[config.mk]
export PLATFORM = sky130hd
export DESIGN_NAME = xalu_muldiv
export DESIGN_NICKNAME = d
export VERILOG_FILES = /design/src/rtl/xalu_muldiv.sv
export SDC_FILE = /design/constraint.sdc
export NUM_CORES = 2
export LEC_CHECK = 0
export ABC_AREA = 1
export BUFFER_PORTS_ARGS = -buffer_cell sky130_fd_sc_hd__clkbuf_2
export CORE_AREA = 2 2 447 449
export CTS_BUF_LIST = sky130_fd_sc_hd__clkbuf_2
export DETAILED_ROUTE_END_ITERATION = 12
export DIE_AREA = 0 0 449 451
export PLACE_DENSITY_LB_ADDON = 0.1
export SLEW_MARGIN = 20
export SYNTH_ARGS = -nofsm -noshare
export SYNTH_HDL_FRONTEND = slang
export SYNTH_SLANG_ARGS = --single-unit
export TNS_END_PERCENT = 50
[constraint.sdc]
create_clock -name clk -period 9.99 [get_ports clk]
set_input_delay 0.4995 -clock clk [delete_from_list [all_inputs] [get_ports clk]]
set_output_delay 0.4995 -clock clk [all_outputs]
set_load 0.02 [all_outputs]
[src/rtl/xalu_muldiv.sv]
// xalu_muldiv: HI/LO multiply/divide unit for the EX stage.
// Multiply runs through a MUL_LAT-deep product shift chain, with optional
// accumulate/subtract into {hi,lo}. Divide is radix-2 restoring on magnitudes
// (WIDTH edges) followed by a single sign-fix/write edge. A flush aborts any
// in-flight operation without touching hi/lo.
module xalu_muldiv #(
  parameter int WIDTH   = 32,
  parameter int MUL_LAT = 3
) (
  input  logic             clk,
  input  logic             reset,
  input  logic             op_valid,
  input  logic [3:0]       op,
  input  logic [WIDTH-1:0] op_a,
  input  logic [WIDTH-1:0] op_b,
  input  logic             flush,
  output logic             busy,
  output logic             done,
  output logic [WIDTH-1:0] hi,
  output logic [WIDTH-1:0] lo
);

  localparam int CW = $clog2(WIDTH + MUL_LAT + 2);
  localparam logic [CW-1:0] MUL_LAST = CW'(MUL_LAT - 1);
  localparam logic [CW-1:0] DIV_LAST = CW'(WIDTH);

  typedef enum logic [1:0] {
    S_IDLE = 2'd0,
    S_MUL  = 2'd1,
    S_DIV  = 2'd2
  } state_t;

  state_t r_state;
  state_t w_state_nx;

  logic [CW-1:0]      r_cnt;
  logic               r_done;
  logic [WIDTH-1:0]   r_hi;
  logic [WIDTH-1:0]   r_lo;

  // multiply path
  logic [2*WIDTH-1:0] r_chain [MUL_LAT];
  logic [1:0]         r_macc;          // 00 write, 01 add, 10 subtract

  // divide path
  logic [WIDTH-1:0]   r_rem;
  logic [WIDTH-1:0]   r_quo;
  logic [WIDTH-1:0]   r_den;
  logic [WIDTH-1:0]   r_a;
  logic               r_q_neg;
  logic               r_r_neg;
  logic               r_dz;
  logic               r_dsigned;

  // decode
  logic               w_op_mul;
  logic               w_op_div;
  logic               w_op_signed;
  logic [1:0]         w_op_acc;
  logic               w_accept;

  logic [2*WIDTH-1:0] w_ext_a;
  logic [2*WIDTH-1:0] w_ext_b;
  logic [2*WIDTH-1:0] w_prod;
  logic [2*WIDTH-1:0] w_mul_res;
  logic               w_a_neg;
  logic               w_b_neg;
  logic [WIDTH-1:0]   w_a_mag;
  logic [WIDTH-1:0]   w_b_mag;
  logic [WIDTH:0]     w_div_sh;
  logic               w_div_ge;
  logic [WIDTH-1:0]   w_div_sub;
  logic [WIDTH-1:0]   w_q_fix;
  logic [WIDTH-1:0]   w_r_fix;
  logic               w_mul_fin;
  logic               w_div_fin;

  assign busy = (r_state != S_IDLE);
  assign done = r_done;
  assign hi   = r_hi;
  assign lo   = r_lo;

  // Opcode decode and acceptance qualification.
  always_comb begin
    w_op_mul    = 1'b0;
    w_op_div    = 1'b0;
    w_op_signed = 1'b0;
    w_op_acc    = 2'b00;
    case (op)
      4'd0: begin w_op_mul = 1'b1; w_op_signed = 1'b1; end
      4'd1: begin w_op_mul = 1'b1; end
      4'd2: begin w_op_div = 1'b1; w_op_signed = 1'b1; end
      4'd3: begin w_op_div = 1'b1; end
      4'd4: begin w_op_mul = 1'b1; w_op_signed = 1'b1; w_op_acc = 2'b01; end
      4'd5: begin w_op_mul = 1'b1; w_op_acc = 2'b01; end
      4'd6: begin w_op_mul = 1'b1; w_op_signed = 1'b1; w_op_acc = 2'b10; end
      4'd7: begin w_op_mul = 1'b1; w_op_acc = 2'b10; end
      default: ;
    endcase
    w_accept = op_valid & (r_state == S_IDLE) & ~flush & (op <= 4'd9);
  end

  // Operand extension, product, divide magnitudes and the restoring step.
  always_comb begin
    // Sign- or zero-extending to 2*WIDTH lets one truncated multiply serve both signednesses.
    w_ext_a = w_op_signed ? {{WIDTH{op_a[WIDTH-1]}}, op_a} : {{WIDTH{1'b0}}, op_a};
    w_ext_b = w_op_signed ? {{WIDTH{op_b[WIDTH-1]}}, op_b} : {{WIDTH{1'b0}}, op_b};
    w_prod  = w_ext_a * w_ext_b;

    w_a_neg = w_op_signed & op_a[WIDTH-1];
    w_b_neg = w_op_signed & op_b[WIDTH-1];
    w_a_mag = w_a_neg ? ('0 - op_a) : op_a;
    w_b_mag = w_b_neg ? ('0 - op_b) : op_b;

    // Partial remainder stays below the divisor, so WIDTH bits of the difference suffice.
    w_div_sh  = {r_rem, r_quo[WIDTH-1]};
    w_div_ge  = (w_div_sh >= {1'b0, r_den});
    w_div_sub = w_div_sh[WIDTH-1:0] - r_den;

    w_q_fix = r_q_neg ? ('0 - r_quo) : r_quo;
    w_r_fix = r_r_neg ? ('0 - r_rem) : r_rem;

    case (r_macc)
      2'b01:   w_mul_res = {r_hi, r_lo} + r_chain[MUL_LAT-1];
      2'b10:   w_mul_res = {r_hi, r_lo} - r_chain[MUL_LAT-1];
      default: w_mul_res = r_chain[MUL_LAT-1];
    endcase

    w_mul_fin = (r_state == S_MUL) & (r_cnt == MUL_LAST);
    w_div_fin = (r_state == S_DIV) & (r_cnt == DIV_LAST);
  end

  // FSM state register.
  always_ff @(posedge clk) begin
    if (reset) r_state <= S_IDLE;
    else       r_state <= w_state_nx;
  end

  // FSM next state; flush wins over completion.
  always_comb begin
    w_state_nx = r_state;
    case (r_state)
      S_IDLE: begin
        if (w_accept & w_op_mul)      w_state_nx = S_MUL;
        else if (w_accept & w_op_div) w_state_nx = S_DIV;
      end
      S_MUL:   if (flush | w_mul_fin) w_state_nx = S_IDLE;
      S_DIV:   if (flush | w_div_fin) w_state_nx = S_IDLE;
      default: w_state_nx = S_IDLE;
    endcase
  end

  // Datapath: operand capture, product chain, divider iteration and HI/LO writes.
  always_ff @(posedge clk) begin
    if (reset) begin
      r_cnt     <= '0;
      r_done    <= 1'b0;
      r_hi      <= '0;
      r_lo      <= '0;
      r_macc    <= 2'b00;
      r_rem     <= '0;
      r_quo     <= '0;
      r_den     <= '0;
      r_a       <= '0;
      r_q_neg   <= 1'b0;
      r_r_neg   <= 1'b0;
      r_dz      <= 1'b0;
      r_dsigned <= 1'b0;
      for (int unsigned k = 0; k < MUL_LAT; k++) r_chain[k] <= '0;
    end else begin
      r_done <= 1'b0;
      r_cnt  <= (r_state == S_IDLE) ? '0 : r_cnt + 1'b1;

      if (w_accept & (op == 4'd8)) r_hi <= op_a;
      if (w_accept & (op == 4'd9)) r_lo <= op_a;

      if (flush) begin
        for (int unsigned k = 0; k < MUL_LAT; k++) r_chain[k] <= '0;
      end else begin
        r_chain[0] <= (w_accept & w_op_mul) ? w_prod : '0;
        for (int unsigned k = 1; k < MUL_LAT; k++) r_chain[k] <= r_chain[k-1];
      end
      if (w_accept & w_op_mul) r_macc <= w_op_acc;

      if (w_mul_fin & ~flush) begin
        {r_hi, r_lo} <= w_mul_res;
        r_done       <= 1'b1;
      end

      if (w_accept & w_op_div) begin
        r_rem     <= '0;
        r_quo     <= w_a_mag;
        r_den     <= w_b_mag;
        r_a       <= op_a;
        r_q_neg   <= w_a_neg ^ w_b_neg;
        r_r_neg   <= w_a_neg;
        r_dz      <= (op_b == '0);
        r_dsigned <= w_op_signed;
      end else if ((r_state == S_DIV) & ~flush) begin
        if (!w_div_fin) begin
          r_rem <= w_div_ge ? w_div_sub : w_div_sh[WIDTH-1:0];
          r_quo <= {r_quo[WIDTH-2:0], w_div_ge};
        end else begin
          r_done <= 1'b1;
          if (r_dz) begin
            r_hi <= r_a;
            r_lo <= (r_dsigned & r_a[WIDTH-1]) ? {{(WIDTH-1){1'b0}}, 1'b1} : '1;
          end else begin
            r_hi <= w_r_fix;
            r_lo <= w_q_fix;
          end
        end
      end
    end
  end

endmodule

* Word-level counts from Yosys, hierarchy flattened
Memory sizes are Yosys's and may differ from the RTL's.
Cells that the tools add are included.
** Operators by class
- Add/subtract/negate cells :: 8
- $mul :: 1
- Magnitude comparators :: 2
- Eq/ne operators :: 19
- Mux-type cells :: 52
- Bitwise gates (word level) :: 25
- Reductions and logical operators :: 15
** Operator list (number)
- $mux W32 :: 21
- $mux W64 :: 9
- $pmux W64 S2 :: 1
- $sub A1 B32 Y32 const A :: 4
- $add A64 B64 Y64 :: 1
- $mul A64 B64 Y64 :: 1
- $sub A64 B64 Y64 :: 1
- $ge A33 B32 Y1 :: 1
- $logic_not A32 Y1 :: 1
- $sub A32 B32 Y32 :: 1
- $eq A4 B3 Y1 const B :: 4
- $mux W1 :: 15
- $and A1 B1 Y1 :: 14
- $reduce_or A2 Y1 :: 5
- $eq A4 B2 Y1 const B :: 2
- $eq A4 B4 Y1 const B :: 2
- $mux W2 :: 4
- $or A1 B1 Y1 :: 8
- $add A6 B1 Y6 const B :: 1
- $eq A6 B2 Y1 const B :: 1
- $eq A6 B6 Y1 const B :: 1
- $pmux W2 S3 :: 1
- $reduce_or A6 Y1 :: 1
- $eq A2 B1 Y1 const B :: 2
- other kinds (15) :: 20
** Storage, ports and cells
- Bits in registers :: 207
- RAM bits :: 192
- Input bits :: 72
- Output and inout bits :: 66
- Logic and storage cells :: 137
- Memories kept :: 1
** Memory list
- r_chain :: depth 3, width 64, rd ports 3, clocked after memory_dff 0, wr ports 3, line 42 : logic [2*WIDTH-1:0] r_chain [MUL_LAT];

* Depth between registers and ports, before layout
- Depth after elaboration :: 10
- Depth in mapped cells :: 41
- Depth with buffers taken out :: 40

* Worst setup path after synthesis
No wires, ideal clock.
- Kind :: input to register
- Start :: in op[0]
- End :: mem r_chain[0][62] (netlist name) (data pin)
- Library setup time :: 0.255 ns
- Arrival time :: 8.915 ns
- Required time :: 9.735 ns
- Slack :: 0.821 ns
- Stages :: 32
- Buffers on the path :: 3
- Cells stage by stage :: nor2_1 inv_1 buf_2 buf_1 buf_1 nor2_1 fa_1 inv_1 fa_1 inv_1 fa_1 fa_1 fa_1 inv_1 fa_1 inv_1 fa_1 inv_1 fa_1 inv_1 fa_1 inv_1 fa_1 inv_1 ha_1 inv_1 nor3_1 inv_1 nor4_1 nand3_1 a21oi_1 nor2_1
** RTL lines
- start: declaration :: line 13 : input logic [3:0] op,
- end: declaration :: line 42

==> flow_metrics.tcl <==
set metrics [dict create \
    status "finished clean" \
    layout_worst_path_cycle_share_pct 89.5 \
    nNetsFinal 12700 \
    core_region_area_um2 198000 \
    maximum_operating_frequency_mhz 112 \
    floorplan.initialDensity_pct 39.7 \
    globalplace.congestion 1.00 \
    initial_antenna_violation_count 15 \
    share_of_cells_above_drive_strength_1_pct 6.68 \
    drt.antenna.violating_nets 0 \
    delay_contributed_by_the_slowest_stage_of_the_critical_path_ns 0.62 \
    tritoncts "done" \
    crit_type "input port to flip-flop" \
    detail_route.wirelength_um 329000 \
    dp_hpwl_um 283000 \
    average_cell_area_after_synthesis_um2 7.54 \
    synthesis.area_um2 78700 \
    synth.distinct_cells 73 \
    cts_buffers 114 \
    ctsLongestPathBuffers 3 \
    area_growth_syn_to_layout_pct 8.88 \
    endpoint_kind "flip-flop" \
    synthesis.instances 10400 \
    async_s_r_ff_share_synth_pct 0 \
    grt_first_pass_wirelength_um 484000 \
    synth-compound-area-share_pct 8.53 \
    post_synth_xor_area_fraction_pct 1.67 \
    synth-adder-area-share_pct 42.7 \
    finClkSkew_ns 0.245 \
    synth_top_family_by_area "adder cells" \
    cts_num_sinks 399 \
    vias_per_cell 5.08 \
    clock-root-buffer "sky130_fd_sc_hd__clkbuf_2" \
    pin_count_of_the_biggest_net_entering_global_routing 87 \
    dr.pass1.iters 6 \
    synth_seq_cells 399 \
    clock_latency_ns 1.43 \
    globalRouteTotalUtil_pct 32.9 \
    cp_data_arrival_time_ns 9.98 \
    cpMaxStageDelayCell "sky130_fd_sc_hd__dlygate4sd3_1" \
    fin_crit_ns 8.94 \
    post_synth_edffs 192 \
    num_rows 164 \
    hold_path.class "input port to flip-flop" \
    rsz0062_at_grt "no" \
    grt-ovfl-total 0 \
    synth_ff_type "sky130_fd_sc_hd__dfxtp_1" \
    die_area_um2 202000 \
    synth_top_area_share_pct 36.1 \
    multiInputGateArea_um2 57100 \
    synth_largest_area_cell "sky130_fd_sc_hd__fa_1" \
    setup_viol_count_final 0 \
    synth_simple_gate_area_share_pct 18.7 \
    h-tree-depth 3 \
    grt_pass1_vias 72700 \
    max_capacitance_violation_count 0 \
    final-hold-violation-count 0 \
    synth_mux_area_share_pct 0.0143 \
    max-slew-margin-rel_pct 28.5 \
    startpoint_kind_of_the_worst_setup_timing_path "input port" \
    synth.cells.most_frequent "sky130_fd_sc_hd__inv_1 (2831), sky130_fd_sc_hd__nand2_1 (2142), sky130_fd_sc_hd__fa_1 (1420), sky130_fd_sc_hd__nor2_1 (784), sky130_fd_sc_hd__a21oi_1 (518)" \
    vias 68800 \
    wire_per_inst_um 24.3 \
    synthTopCellsByArea "sky130_fd_sc_hd__fa_1 (36%), sky130_fd_sc_hd__inv_1 (13%), sky130_fd_sc_hd__nand2_1 (10%), sky130_fd_sc_hd__edfxtp_1 (7.3%), sky130_fd_sc_hd__ha_1 (6.6%)" \
    worstPathRequired_ns 11.03 \
    clk_pin_slew_ns 0.10 \
    cp_common_cell "sky130_fd_sc_hd__fa_1" \
    synth.yosys.warnings 0 \
    buffer_ports.inserted 137 \
    crit_path_max_fanout 17 \
    yosys.cell_count.top_type "sky130_fd_sc_hd__inv_1" \
    maxSlewViolCount 0 \
    dieHeight_um 451 \
    num_io_pins 138 \
    drc 0 \
    postLayoutCoreUtil_pct 43.2 \
    fp.dieW_um 449 \
    storage_element_area_um2 9910 \
    cts_post_setup_buffers_inserted 0 \
    starting_drc_count_in_detailed_routing 5791 \
    num-fill-cells 20900 \
    yosysSeqAreaShare_pct 12.6 \
    finalSetupTns_ns 0 \
    worst-slew-pin-transition_ns 1.07 \
]
-- state kept, by name (all words and copies together) (netlist names) --
register   cells
r_q_neg        1
done           1
r_cnt          6
r_den         32
hi            32
r_state        2
r_macc         2
r_rem         32
r_quo         32
r_dz           1
lo            32
r_r_neg        1
r_dsigned      1
r_a           32
r_chain      192
-- cell usage in the layout (no fill, tap or decap), types with 52 or more instances in the layout --
cell type / Yosys / layout
sky130_fd_sc_hd__buf_4: 4 / 266
sky130_fd_sc_hd__nor3_1: 92 / 92
sky130_fd_sc_hd__dfxtp_1: 207 / 206
sky130_fd_sc_hd__dlygate4sd3_1: 0 / 59
sky130_fd_sc_hd__nor2_1: 784 / 783
sky130_fd_sc_hd__clkbuf_2: 0 / 300
sky130_fd_sc_hd__o21ai_0: 455 / 455
sky130_fd_sc_hd__a21oi_1: 518 / 518
sky130_fd_sc_hd__nand3_1: 322 / 321
sky130_fd_sc_hd__xor2_1: 110 / 110
sky130_fd_sc_hd__fa_1: 1420 / 1420
sky130_fd_sc_hd__nand2_1: 2142 / 2141
sky130_fd_sc_hd__ha_1: 416 / 415
sky130_fd_sc_hd__nand4_1: 52 / 52
sky130_fd_sc_hd__conb_1: 1 / 192
sky130_fd_sc_hd__edfxtp_1: 192 / 192
sky130_fd_sc_hd__inv_1: 2831 / 2826
-- cell families after synthesis --
family | after synthesis
buffers and inverters | 3270
multiplexers | 1
AND/OR/NAND/NOR | 3558
adder cells (fa/ha/maj) | 1836
AO/OA/AOI/OAI | 1229
other | 1
XOR/XNOR | 150
flip-flops | 399
-- per-layer routing --
| metal | up-vias | part of all wire (%) | track usage [%] | wire (µm) |
|---|---|---|---|---|
| met4 | 8 | 6.1 | 16.9 | 20100 |
| met5 | - | 0.017 | 0 | 55 |
| met3 | 583 | 5.8 | 3.75 | 19200 |
| met2 | 2440 | 49 | 57.8 | 162000 |
| met1 | 34200 | 39 | 39.8 | 128000 |
| li1 | 31600 | - | - | - |
-- cell type report --
cell class / count / area share (%)
multi-input cells: 6966 / 66.6
inverters: 2849 / 12.5
flip-flops and latches: 399 / 11.6
repair buffers: 480 / 4.24
well taps: 2656 / 3.88
clock buffers: 163 / 0.952
clock inverters: 36 / 0.244
diodes: 5 / 0.0146
-- worst paths after layout --
kind | startpoint | end | slack, ns | cells after the start
worst max-delay path | op_b[31] | r_chain[0][53] | 1.05 | 31
worst min-delay path | op_a[26] | lo[26] | 0.19 | 5
worst max register to register | r_chain[0][128] | hi[31] | 4.81 | 25
worst min register to register | r_dsigned | r_dsigned | 0.47 | 2
-- worst max-delay path: cells and delay by family --
kind | cells | cell delay (ns)
AO/OA/AOI/OAI | 5 | 1.06
buffers and inverters | 9 | 1.92
adder cells (fa/ha/maj) | 11 | 5.50
AND/OR/NAND/NOR | 6 | 0.95
-- timing repair --
item,4_1_cts,5_1_grt
gates resized for setup,0,0
hold buffers,59,0
endpoints found under the hold margin,85,0
-- stage by stage --
step	setup WS, ns	hold slack, ns	cell area [µm²]	cells
after global routing	0.719	0.0577	85700	13600
final	1.05	0.188	85700	13600
after CTS	1.14	0.00410	85700	13500
after detailed placement	0.353	0.443	84100	13300
after floorplan	0.821	0.417	79400	10600
after global placement	0.442	0.432	84100	13300
Power is left out: the tool's default activity adds up to more than one toggle a clock period on the data nets, which glitch-free logic cannot reach.
